<file path="src/rtl/elastic_pipe_pkg.sv">
// Shared constants and width helper for the elastic pipeline.
// Build option: ELASTIC_PIPE_SKID_EN adds a 2-entry skid buffer ahead of stage 0.
package elastic_pipe_pkg;

    localparam int SKID_DEPTH = 2;

`ifdef ELASTIC_PIPE_SKID_EN
    localparam bit SKID_EN = 1'b1;
`else
    localparam bit SKID_EN = 1'b0;
`endif

    // Counter must represent every stage plus any skid entries, all full at once.
    function automatic int occ_width(input int depth, input bit skid_en);
        return $clog2(depth + 1 + (skid_en ? SKID_DEPTH : 0));
    endfunction

endpackage

</file>
<file path="src/rtl/elastic_pipeline_if.sv">
// Producer/consumer handshake bundle for the elastic pipeline.
// The master side drives input data and consumer ready; the slave side is the pipeline.
interface elastic_pipeline_if #(
    parameter int WIDTH = 32
);
    logic             in_valid;
    logic             in_ready;
    logic [WIDTH-1:0] in_data;
    logic             out_valid;
    logic             out_ready;
    logic [WIDTH-1:0] out_data;

    modport master (
        output in_valid, in_data, out_ready,
        input  in_ready, out_valid, out_data
    );

    modport slave (
        input  in_valid, in_data, out_ready,
        output in_ready, out_valid, out_data
    );
endinterface

</file>
<file path="src/rtl/elastic_pipe_stage.sv">
// One elastic pipeline stage: a valid flag and a data register.
// Data is only written by a valid source so bubbles never toggle the data flops.
module elastic_pipe_stage #(
    parameter int WIDTH = 32
) (
    input  logic             clk,
    input  logic             rst,
    input  logic             load,
    input  logic             src_valid,
    input  logic [WIDTH-1:0] src_data,
    input  logic             flush,
    output logic             v,
    output logic [WIDTH-1:0] d
);

    logic             r_v;
    logic [WIDTH-1:0] r_d;

    always_ff @(posedge clk or posedge rst) begin
        if (rst) begin
            r_v <= 1'b0;
            r_d <= '0;
        end else begin
            if (flush) begin
                r_v <= 1'b0;
            end else if (load) begin
                r_v <= src_valid;
            end
            if (load && src_valid && !flush) begin
                r_d <= src_data;
            end
        end
    end

    assign v = r_v;
    assign d = r_d;

endmodule

</file>
<file path="src/rtl/elastic_pipeline.sv">
// Valid/ready register pipeline of DEPTH stages with bubble collapse, flush and occupancy.
// Build option: ELASTIC_PIPE_SKID_EN inserts a 2-entry skid buffer and registers in_ready.
module elastic_pipeline
    import elastic_pipe_pkg::*;
#(
    parameter  int WIDTH = 32,
    parameter  int DEPTH = 2,
    localparam int CNT_W = occ_width(DEPTH, SKID_EN)
) (
    input  logic                 clk,
    input  logic                 rst,
    input  logic                 flush,
    elastic_pipeline_if.slave    bus,
    output logic [CNT_W-1:0]     occupancy
);

    logic [DEPTH-1:0] w_v;
    logic [WIDTH-1:0] w_d     [DEPTH];
    logic [DEPTH-1:0] w_adv;
    logic [DEPTH-1:0] w_src_v;
    logic [WIDTH-1:0] w_src_d [DEPTH];

    logic             w_src_valid0;
    logic [WIDTH-1:0] w_src_data0;
    logic             w_in_ready;
    logic             w_in_xfer;
    logic             w_out_xfer;
    logic [CNT_W-1:0] r_occ;

`ifdef ELASTIC_PIPE_SKID_EN
    localparam logic [1:0] SKID_FULL = 2'(SKID_DEPTH);

    logic [WIDTH-1:0] r_skid_data [SKID_DEPTH];
    logic             r_skid_rd;
    logic             r_skid_wr;
    logic [1:0]       r_skid_cnt;
    logic             r_in_ready;
    logic             w_push;
    logic             w_pop;
    logic [1:0]       w_skid_cnt_next;

    assign w_push          = bus.in_valid & w_in_ready;
    assign w_pop           = w_adv[0] & (r_skid_cnt != 2'd0);
    assign w_skid_cnt_next = r_skid_cnt + {1'b0, w_push} - {1'b0, w_pop};

    // Ready comes from a flop so out_ready never reaches in_ready combinationally.
    always_ff @(posedge clk or posedge rst) begin
        if (rst) begin
            for (int i = 0; i < SKID_DEPTH; i++) begin
                r_skid_data[i] <= '0;
            end
            r_skid_rd  <= 1'b0;
            r_skid_wr  <= 1'b0;
            r_skid_cnt <= 2'd0;
            r_in_ready <= 1'b1;
        end else if (flush) begin
            r_skid_rd  <= 1'b0;
            r_skid_wr  <= 1'b0;
            r_skid_cnt <= 2'd0;
            r_in_ready <= 1'b1;
        end else begin
            if (w_push) begin
                r_skid_data[r_skid_wr] <= bus.in_data;
                r_skid_wr              <= ~r_skid_wr;
            end
            if (w_pop) begin
                r_skid_rd <= ~r_skid_rd;
            end
            r_skid_cnt <= w_skid_cnt_next;
            r_in_ready <= (w_skid_cnt_next != SKID_FULL);
        end
    end

    assign w_in_ready   = r_in_ready & ~flush;
    assign w_src_valid0 = (r_skid_cnt != 2'd0);
    assign w_src_data0  = r_skid_data[r_skid_rd];
    assign w_in_xfer    = w_push;
`else
    assign w_in_ready   = w_adv[0] & ~flush;
    assign w_src_valid0 = bus.in_valid;
    assign w_src_data0  = bus.in_data;
    assign w_in_xfer    = bus.in_valid & w_in_ready;
`endif

    genvar gi;
    generate
        for (gi = 0; gi < DEPTH; gi++) begin : g_stage
            // A stage advances unless it and every stage after it are full and the consumer stalls.
            assign w_adv[gi] = bus.out_ready | ~(&w_v[DEPTH-1:gi]);

            if (gi == 0) begin : g_first
                assign w_src_v[gi] = w_src_valid0;
                assign w_src_d[gi] = w_src_data0;
            end else begin : g_next
                assign w_src_v[gi] = w_v[gi-1];
                assign w_src_d[gi] = w_d[gi-1];
            end

            elastic_pipe_stage #(
                .WIDTH (WIDTH)
            ) u_stage (
                .clk       (clk),
                .rst       (rst),
                .load      (w_adv[gi]),
                .src_valid (w_src_v[gi]),
                .src_data  (w_src_d[gi]),
                .flush     (flush),
                .v         (w_v[gi]),
                .d         (w_d[gi])
            );
        end
    endgenerate

    assign w_out_xfer = w_v[DEPTH-1] & bus.out_ready;

    always_ff @(posedge clk or posedge rst) begin
        if (rst) begin
            r_occ <= '0;
        end else if (flush) begin
            r_occ <= '0;
        end else begin
            r_occ <= r_occ + CNT_W'(w_in_xfer) - CNT_W'(w_out_xfer);
        end
    end

    assign bus.in_ready  = w_in_ready;
    assign bus.out_valid = w_v[DEPTH-1];
    assign bus.out_data  = w_d[DEPTH-1];
    assign occupancy     = r_occ;

endmodule

</file>
<file path="src/flat_wrapper.sv">
// flat-port wrapper written by rule: the top's interface ports become plain ports
module elastic_pipeline_flat import elastic_pipe_pkg::*;
#(
    parameter  int WIDTH = 32,
    parameter  int DEPTH = 2,
    localparam int CNT_W = occ_width(DEPTH, SKID_EN)
)
  (clk, rst, flush, occupancy, bus_in_valid, bus_in_data, bus_out_ready, bus_in_ready, bus_out_valid, bus_out_data);
  elastic_pipeline_if #(.WIDTH(WIDTH)) bus_i ();
  input  logic clk;
  input  logic rst;
  input  logic flush;
  output logic [CNT_W-1:0] occupancy;
  input wire logic [$bits(bus_i.in_valid)-1:0] bus_in_valid;
  input wire logic [$bits(bus_i.in_data)-1:0] bus_in_data;
  input wire logic [$bits(bus_i.out_ready)-1:0] bus_out_ready;
  output wire logic [$bits(bus_i.in_ready)-1:0] bus_in_ready;
  output wire logic [$bits(bus_i.out_valid)-1:0] bus_out_valid;
  output wire logic [$bits(bus_i.out_data)-1:0] bus_out_data;
  assign bus_i.in_valid = bus_in_valid;
  assign bus_i.in_data = bus_in_data;
  assign bus_i.out_ready = bus_out_ready;
  assign bus_in_ready = bus_i.in_ready;
  assign bus_out_valid = bus_i.out_valid;
  assign bus_out_data = bus_i.out_data;
  elastic_pipeline #(.WIDTH(WIDTH), .DEPTH(DEPTH)) u_core (.clk(clk), .rst(rst), .flush(flush), .bus(bus_i), .occupancy(occupancy));
endmodule
</file>
<file path="config.mk">
export PLATFORM = sky130hd
export DESIGN_NAME = elastic_pipeline_flat
export DESIGN_NICKNAME = d
export VERILOG_FILES = /design/src/rtl/elastic_pipe_pkg.sv /design/src/rtl/elastic_pipeline_if.sv /design/src/rtl/elastic_pipe_stage.sv /design/src/rtl/elastic_pipeline.sv /design/src/flat_wrapper.sv
export SDC_FILE = /design/constraint.sdc
export NUM_CORES = 1
export LEC_CHECK = 0
export BUFFER_PORTS_ARGS = -buffer_cell sky130_fd_sc_hd__buf_2
export CORE_AREA = 5 5 81 83
export DETAILED_ROUTE_END_ITERATION = 10
export DIE_AREA = 0 0 86 88
export PLACE_DENSITY_LB_ADDON = 0.25
export SLEW_MARGIN = 30
export SYNTH_ARGS = -nofsm -noshare
export SYNTH_HDL_FRONTEND = slang
export SYNTH_SLANG_ARGS = --single-unit
export TNS_END_PERCENT = 30
</file>
<file path="constraint.sdc">
create_clock -name clk -period 2.9 [get_ports clk]
set_input_delay 0.58 -clock clk [delete_from_list [all_inputs] [get_ports clk]]
set_output_delay 0.58 -clock clk [all_outputs]
set_load 0.03 [all_outputs]
</file>
## Word level (Yosys, flattened, before mapping)

Index checks and enable logic that the tools add are counted.

| cells by class | value |
|---|---|
| $add $sub $neg | 2 |
| multiply operators | 0 |
| divide/modulo/power cells | 0 |
| magnitude comparators | 0 |
| equal/unequal tests | 0 |
| shifts and indexed selects | 0 |
| muxes and demuxes | 5 |
| bitwise operators | 8 |
| reduce and logical (&&, ||, !) cells | 8 |

Operators with widths:

| kind | number |
|---|---|
| 1-bit logical AND | 4 |
| 1-bit two-way mux | 4 |
| 2-bit nonzero test | 2 |
| 1-bit AND | 3 |
| 1-bit NOT | 3 |
| 2-bit by 1-bit adder with 2-bit output | 1 |
| 2-bit two-way mux | 1 |
| 1-bit bitwise OR | 2 |
| 2-bit AND reduction | 1 |
| 2-bit by 1-bit subtractor with 2-bit output | 1 |
| 1-bit logical NOT | 1 |

| storage, ports and cells | value |
|---|---|
| register bits after elaboration | 68 |
| latch bits | 0 |
| bits in writable memories | 0 |
| bits in read-only memories | 0 |
| bits of input ports | 37 |
| output and inout bits | 36 |
| word-level logic and storage cells | 28 |
| memories | 0 |

## Longest topological paths before layout

Gate-level depths: netlist of the first run.

| depth | value |
|---|---|
| word-level depth | 8 |
| mapped depth | 9 |
| gate-level depth less buffers | 7 |

## By module

Synthesis of the first run repeated with hierarchy kept, for this count alone.

| second synthesis, totals | value |
|---|---|
| cell total of the unflattened synthesis | 158 |
| area, all modules | 2,889.0 µm² |

Modules (own cells, without submodules):

| module | instances | cells an instance | area each (µm²) | seq. area each (µm²) |
|---|---|---|---|---|
| elastic_pipe_stage | 2 | 72 | 1,370.1 | 825.8 |
| elastic_pipeline | 1 | 14 | 148.9 | 50.0 |

## Least setup slack after synthesis of the first run

OpenSTA, ideal clock, no wires.

| timing path | value |
|---|---|
| kind | input to register |
| start | input port bus_out_ready |
| end | register u_core.r_occ[1], in the netlist u_core.occupancy[1] |
| setup time | 119 ps |
| arrival | 1,924 ps |
| data required time | 2,781 ps |
| slack | 857 ps |
| stages | 9 |
| buffers on the path | 2 |
| cells stage by stage | and3b_1 -> or3b_1 -> buf_6 -> buf_12 -> inv_1 -> ha_1 -> xor2_1 -> xnor2_1 -> nor2_1 |

| on the way | value |
|---|---|
| word-level cells in the longest chain between the ends | 6 |
| elaborated cells between the ends (all ways) | 7 |
| classes of those cells | add/sub (2); mux (1); bitwise (4) |

Ends and longest elaborated chain:

| what | RTL line | RTL |
|---|---|---|
| start, declared | flat_wrapper.sv:16 | `input wire logic [$bits(bus_i.out_ready)-1:0] bus_out_ready;` |
| 1-bit bitwise OR | elastic_pipeline.sv:89 | `assign w_adv[gi] = bus.out_ready \| ~(&w_v[DEPTH-1:gi]);` |
| 1-bit AND | elastic_pipeline.sv:79 | `assign w_in_ready = w_adv[0] & ~flush;` |
| 1-bit AND | elastic_pipeline.sv:82 | `assign w_in_xfer = bus.in_valid & w_in_ready;` |
| 2-bit by 1-bit adder with 2-bit output | elastic_pipeline.sv:122 | `r_occ <= r_occ + CNT_W'(w_in_xfer) - CNT_W'(w_out_xfer);` |
| 2-bit by 1-bit subtractor with 2-bit output (*) | elastic_pipeline.sv:122 |  |
| 2-bit two-way mux (*) | elastic_pipeline.sv:119 | `end else if (flush) begin` |
| end signal, assigned | elastic_pipeline.sv:122 |  |
| end, declared | elastic_pipeline.sv:28 | `logic [CNT_W-1:0] r_occ;` |

Every way passes the cells marked *; elsewhere a longest branch is shown, timed or not.
A chain may end at the register's enable or synchronous reset.

## Final worst setup path of the first run

| timing path | value |
|---|---|
| start | register u_core.g_stage[0].u_stage.r_v |
| end | register u_core.g_stage[0].u_stage.r_d[21] |

| on the way | value |
|---|---|
| word-level cells in the longest chain between the ends | 5 |

Ends and longest elaborated chain:

| what | RTL line | RTL |
|---|---|---|
| start, declared | elastic_pipe_stage.sv:16 | `logic r_v;` |
| start signal, assigned | elastic_pipe_stage.sv:27 | `r_v <= src_valid;` |
| 2-bit AND reduction | elastic_pipeline.sv:89 |  |
| 1-bit NOT | elastic_pipeline.sv:89 |  |
| 1-bit bitwise OR | elastic_pipeline.sv:89 |  |
| 1-bit logical AND (2 in series) | elastic_pipe_stage.sv:29 | `if (load && src_valid && !flush) begin` |
| end signal, assigned | elastic_pipe_stage.sv:30 | `r_d <= src_data;` |
| end, declared | elastic_pipe_stage.sv:17 | `logic [WIDTH-1:0] r_d;` |

No other way between the ends.

==> results of run 1 <==
## through the flow
step	hold WS (ns)	setup WS, ns	utilization
global route	0.325	1.02	0.571
finish	0.283	1.09	0.571
floorplan	0.475	0.608	-
detailed placement	0.490	0.835	0.546
global placement	0.483	0.860	0.546
CTS	0.282	1.08	0.571
## where the power goes
| part | total (uW) | internal [uW] | leakage [uW] | switching (uW) |
|---|---|---|---|---|
| Clock | 604 | 289 | 0.0000803 | 315 |
| Sequential | 1270 | 1160 | 0.000811 | 109 |
| Combinational | 777 | 324 | 0.000811 | 454 |
## kinds of logic (layout without fill, tap and decap cells)
group           after synthesis  in the layout  synth area share
compound gates                1              1           0.00182
xor+xnor                      2              2           0.00639
fa+ha+maj                     2              2           0.00912
buf+inv                      12             96            0.0383
flops                        68             68             0.620
mux                          64             64             0.302
simple gates                 10             10            0.0214
## layer usage
metal / wire [um] / share of wire / global-route usage / up-vias
li1: - / - / - / 712
met1: 2170 / 0.44 / 0.176 / 752
met2: 2320 / 0.47 / 0.225 / 48
met3: 364 / 0.074 / 0.0489 / 8
met4: 84 / 0.017 / 0.0691 / 0
met5: 0 / 0 / 0 / -
## worst min path at each step
stage                                          startpoint                               to  slack (ns)
after floorplan            u_core.g_stage[0].u_stage.d[4]   u_core.g_stage[1].u_stage.d[4]        0.47
after global placement    u_core.g_stage[1].u_stage.d[25]  u_core.g_stage[1].u_stage.d[25]        0.48
after detailed placement  u_core.g_stage[1].u_stage.d[28]  u_core.g_stage[1].u_stage.d[28]        0.49
after CTS                                             rst  u_core.g_stage[1].u_stage.d[17]        0.28
after global routing                                  rst  u_core.g_stage[0].u_stage.d[17]        0.32
final                                                 rst  u_core.g_stage[1].u_stage.d[19]        0.28
## flip-flops by register name, summed over array words and instances (netlist names)
| register | cells |
|---|---|
| u_core.g_stage.u_stage.v | 2 |
| u_core.occupancy | 2 |
| u_core.g_stage.u_stage.d | 64 |
## area by class of cell
| type | count | area [um^2] |
|---|---|---|
| clock inverters | 4 | 20.0 |
| inverters | 5 | 18.8 |
| fillers | 509 | 2480 |
| flip-flops and latches | 68 | 1700 |
| multi-input cells | 79 | 936 |
| repair buffers | 78 | 405 |
| clock buffers | 9 | 124 |
| well taps | 75 | 93.8 |
## worst reg2reg max path, stage by stage (launching register included)
cell     delay [ns]
dfrtp_1        0.40
and3b_1        0.21
or3b_2         0.47
buf_4          0.26
mux2_4         0.34
## layout by cell type (no fill, tap or decap)
| cell | count |
|---|---|
| inv_2 | 1 |
| mux2_4 | 29 |
| nand2b_1 | 1 |
| nor2_1 | 4 |
| buf_4 | 6 |
| clkbuf_8 | 9 |
| nor2b_1 | 1 |
| inv_1 | 4 |
| and2_1 | 1 |
| a21oi_1 | 1 |
| nand3b_1 | 1 |
| and3b_1 | 1 |
| xor2_1 | 1 |
| buf_2 | 72 |
| clkinv_2 | 4 |
| dfrtp_1 | 68 |
| or3b_2 | 1 |
| xnor2_1 | 1 |
| ha_1 | 2 |
| mux2_2 | 35 |
==> qor.csv, run 1 <==
metric;value;unit
peakVddDrop;0.340;mV
cts_root_buffer;clkbuf_8;
hpwl;3570;um
yosysMostFrequentCell;dfrtp_1;
slew_viol_final;0;
antenna_cells;0;
die_h;88;um
final_area;3300;um^2
cap_violations;0;
cts_resized;0;
firstDrtPassIters;4;
cp-end-kind;flop;
h-tree-depth;3;
netlist_instances;159;
max_freq;0.554;GHz
clk_pin_slew;0.07;ns
vias_per_cell;4.78;
r2r-end;u_core.g_stage[0].u_stage.d[21];
cts_hold_buf;0;
ys_warn_count;0;
cts_tree;done;
reg2reg_slack;1.09;ns
place_congestion;0.663;
synthFlopType;dfrtp_1;
synth_commonest_cells;dfrtp_1, mux2_2, mux2_4;
worstPathArrival;2.02;ns
drive_above_1_share;0.646;
dp_cells;305;
slowest_delay;0.47;ns
cts_buffers;9;
worst-path-buf-inv;1;
netlist_area;2740;um^2
grt_pass1_vias;1690;
start_util;0.474;
clk_latency;0.33;ns
dr.first_iter.drc_count;43;
cp_top_family;simple AND/OR/NAND/NOR gates;
cts_buffer_depth;2;
port_buffers;72;
placed_cell_area;3160;um^2
syn_nets;198;
clock-sinks;68;
finalCritPeriodShare;0.622;
ys_seq_elements;68;
worst_slew_pin_slew;0.527;ns
async_flop_share;1.00;
grt_overflow;0;
wire_per_inst;15.5;um
antenna_found_initial;0;
antenna_left;0;
run_status;completed;
ys_types;18;
critPathSlowestCell;or3b_2;
setup_viol;0;
p_total;2650;uW
synth_top_area_cell;dfrtp_1;
synth_edf_count;0;
skew;0.00515;ns
pwr_density_cell;804;nW/um^2
grt_max_degree;27;
cp.required;3.11;ns
critPathMaxFanout;19;
cp-start-kind;flop;
syn_area_per_cell;17.2;um^2
rows;28;
hp-class;primary input to asynchronous set/reset pin;
nets;280;
grt_pass1_wl;8050;um
leakagePower;0.00170;uW
area_growth;20.3;%
endpoint;u_core.g_stage[0].u_stage.d[21];
die_w;86;um
synth_top_area_frac;0.620;
core-area;5780;um^2
r2r-start;u_core.g_stage[0].u_stage.v;
vias;1520;
path_cells;and3b_1 > or3b_2 > buf_4 > mux2_4;
final_hold_viol_count;0;
rsz0062_at_grt;false;
num_io_pins;73;
max_slew_margin;0.648;
worstRegToRegCells;4;
seq_area_frac_synth;0.620;
die_area;7570;um^2
period_needed;1.81;ns
grt_usage;0.142;
cp.depth;4;
ys_top_cells_by_area;dfrtp_1, mux2_4, mux2_2;
postCtsSetupBuffers;0;
cp-startpoint;u_core.g_stage[0].u_stage.v;
fin_cells;318;
crit_type;flop to flop;
drc_errors;0;
wl;4930;um
finalSetupTns;0;ns
No activity file was read; power rests on OpenSTA's default activity.
==> run 2: changes to the inputs <==
--- a/config.mk
+++ b/config.mk
@@ -6,9 +6,9 @@
 export NUM_CORES = 1
 export LEC_CHECK = 0
 export BUFFER_PORTS_ARGS = -buffer_cell sky130_fd_sc_hd__buf_2
-export CORE_AREA = 5 5 81 83
+export CORE_AREA = 5 5 83 85
 export DETAILED_ROUTE_END_ITERATION = 10
-export DIE_AREA = 0 0 86 88
+export DIE_AREA = 0 0 88 90
 export PLACE_DENSITY_LB_ADDON = 0.25
 export SLEW_MARGIN = 30
 export SYNTH_ARGS = -nofsm -noshare
==> constraint.sdc (replaced) <==
create_clock -name clk -period 1.5 [get_ports clk]
set_input_delay 0.3 -clock clk [delete_from_list [all_inputs] [get_ports clk]]
set_output_delay 0.3 -clock clk [all_outputs]
set_load 0.03 [all_outputs]
==> qor.csv, run 2 (synthesized netlist as in run 1, its figures left out) <==
metric;value;unit
clk_latency;0.33;ns
largest_reg_flops;64;
grt_usage;0.143;
max_slew_margin;0.681;
ff_latch_area;1700;um^2
power_frac_seq;0.436;
final_cell_mix;buf_2, dfrtp_1, mux2_2;
nFillCells;515;
worstRegToRegCells;4;
cts_tree;done;
clkPwrFrac;0.288;
final_area;3500;um^2
hpwl;3640;um
worst_slew_pin_slew;0.479;ns
port_buffers;72;
combPwrFrac;0.276;
h-tree-depth;3;
placed_cell_area;3220;um^2
finalCritPeriodShare;1.14;
finalSetupTns;-5.55;ns
antenna_left;0;
period_needed;1.71;ns
drive_above_1_share;0.679;
run_status;complete, but fails checks;
final_common_cell;buf_2;
antenna_found_initial;0;
crit_type;flop to flop;
die_area;7920;um^2
rows;29;
nets;286;
hold_slack;0.0571;ns
peakVddDrop;0.657;mV
worstPathArrival;1.92;ns
start_util;0.447;
core-area;6130;um^2
cp-end-kind;flop;
rsz0062_at_grt;true;
dr.first_iter.drc_count;11;
multi_input_area;973;um^2
drc_errors;0;
cts_hold_buf;0;
cap_violations;0;
die_w;88;um
worst_slack;-0.210;ns
failed_checks;setup timing;
hp-class;primary input to asynchronous set/reset pin;
setup_viol;35;
leakagePower;0.00178;uW
skew;0.00690;ns
die_h;90;um
num_io_pins;73;
clock-sinks;68;
cts_buffers;9;
switching_share;0.315;
final_hold_viol_count;0;
slew_viol_final;0;
antenna_cells;0;
wire_per_inst;16.0;um
grt_overflow;0;
cts_root_buffer;clkbuf_8;
grt_max_degree;39;
p_switching;1770;uW
cp-start-kind;flop;
cts_buffer_depth;2;
firstDrtPassIters;4;
cp.required;1.71;ns
critPathMaxFanout;13;
grt_pass1_vias;1719;
place_congestion;0.726;
max_freq;0.585;GHz
dp_slack;-0.277;ns
vias;1554;
wl;5250;um
vias_per_cell;4.72;
grt_pass1_wl;8630;um
pwr_density_cell;1600;nW/um^2
area_growth;27.6;%
intPower;3850;uW
clk_pin_slew;0.07;ns
==> run 2: cell count changes in the layout (fill, tap and decap cells not counted), sizes merged <==
cell,change
buf,+6
clkbuf,+4
clkinv,-3
clkinvlp,+2
bufinv,+1
inv,-1
==> run 2: layout make-up <==
class	instances	share of cell area
clock buffer	13	0.0511
clock inverter	3	0.0122
inverter	5	0.00643
multi-input combinational	79	0.278
sequential	68	0.486
tap	77	0.0275
timing repair buffer	84	0.139
==> run 2: power groups by stage <==
stage	Sequential, uW	Clock [uW]	Combinational [uW]
2_1_floorplan	3010	0	551
3_3_place_gp	2470	0	1520
3_5_place_dp	2490	0	1550
4_1_cts	2450	1660	1560
5_1_grt	2500	1750	1650
6_report	2450	1620	1550
==> run 2: worst max-delay path: stages, from the launching register on <==
cell and delay (ns):
dfrtp_1 0.40, and3b_1 0.20, or3b_4 0.43, buf_4 0.23, mux2_4 0.32
==> run 2: per-layer routing <==
| metal | share of wire | global-route usage | vias to the layer above |
|---|---|---|---|
| li1 | - | - | 719 |
| met2 | 0.49 | 0.220 | 43 |
| met1 | 0.43 | 0.186 | 786 |
| met5 | 0 | 0 | - |
| met3 | 0.064 | 0.0457 | 6 |
| met4 | 0.015 | 0.0575 | 0 |
==> run 2: path summary, 6_finish.rpt <==
| path | start | end | slack, ns |
|---|---|---|---|
| setup reg to reg | u_core.g_stage[1].u_stage.v | u_core.g_stage[0].u_stage.d[26] | -0.21 |
| setup / recovery | u_core.g_stage[1].u_stage.v | u_core.g_stage[0].u_stage.d[26] | -0.21 |
| min in group clk | bus_in_data[13] | u_core.g_stage[0].u_stage.d[13] | 0.19 |
| max in group asynchronous | rst | u_core.g_stage[0].u_stage.d[6] | 1.06 |
| hold reg to reg | u_core.g_stage[1].u_stage.d[26] | u_core.g_stage[1].u_stage.d[26] | 0.50 |
| hold / removal | rst | u_core.g_stage[1].u_stage.d[25] | 0.06 |
==> run 2: stage by stage <==
step                      utilization  instances  power, uW
after floorplan                     -        159       3560
after global placement          0.526        312       3990
after detailed placement        0.526        312       4030
after CTS                       0.565        328       5670
after global routing            0.571        329       5900
final                           0.571        329       5620
==> run 2: what timing repair did <==
| action | in CTS | in global routing |
|---|---|---|
| setup buffers | 0 | 2 |
| resized for setup | 5 | 6 |
| endpoints found under the setup margin | 35 | 56 |
| pin swaps | 1 | 4 |
| hold endpoints to repair | 0 | 0 |
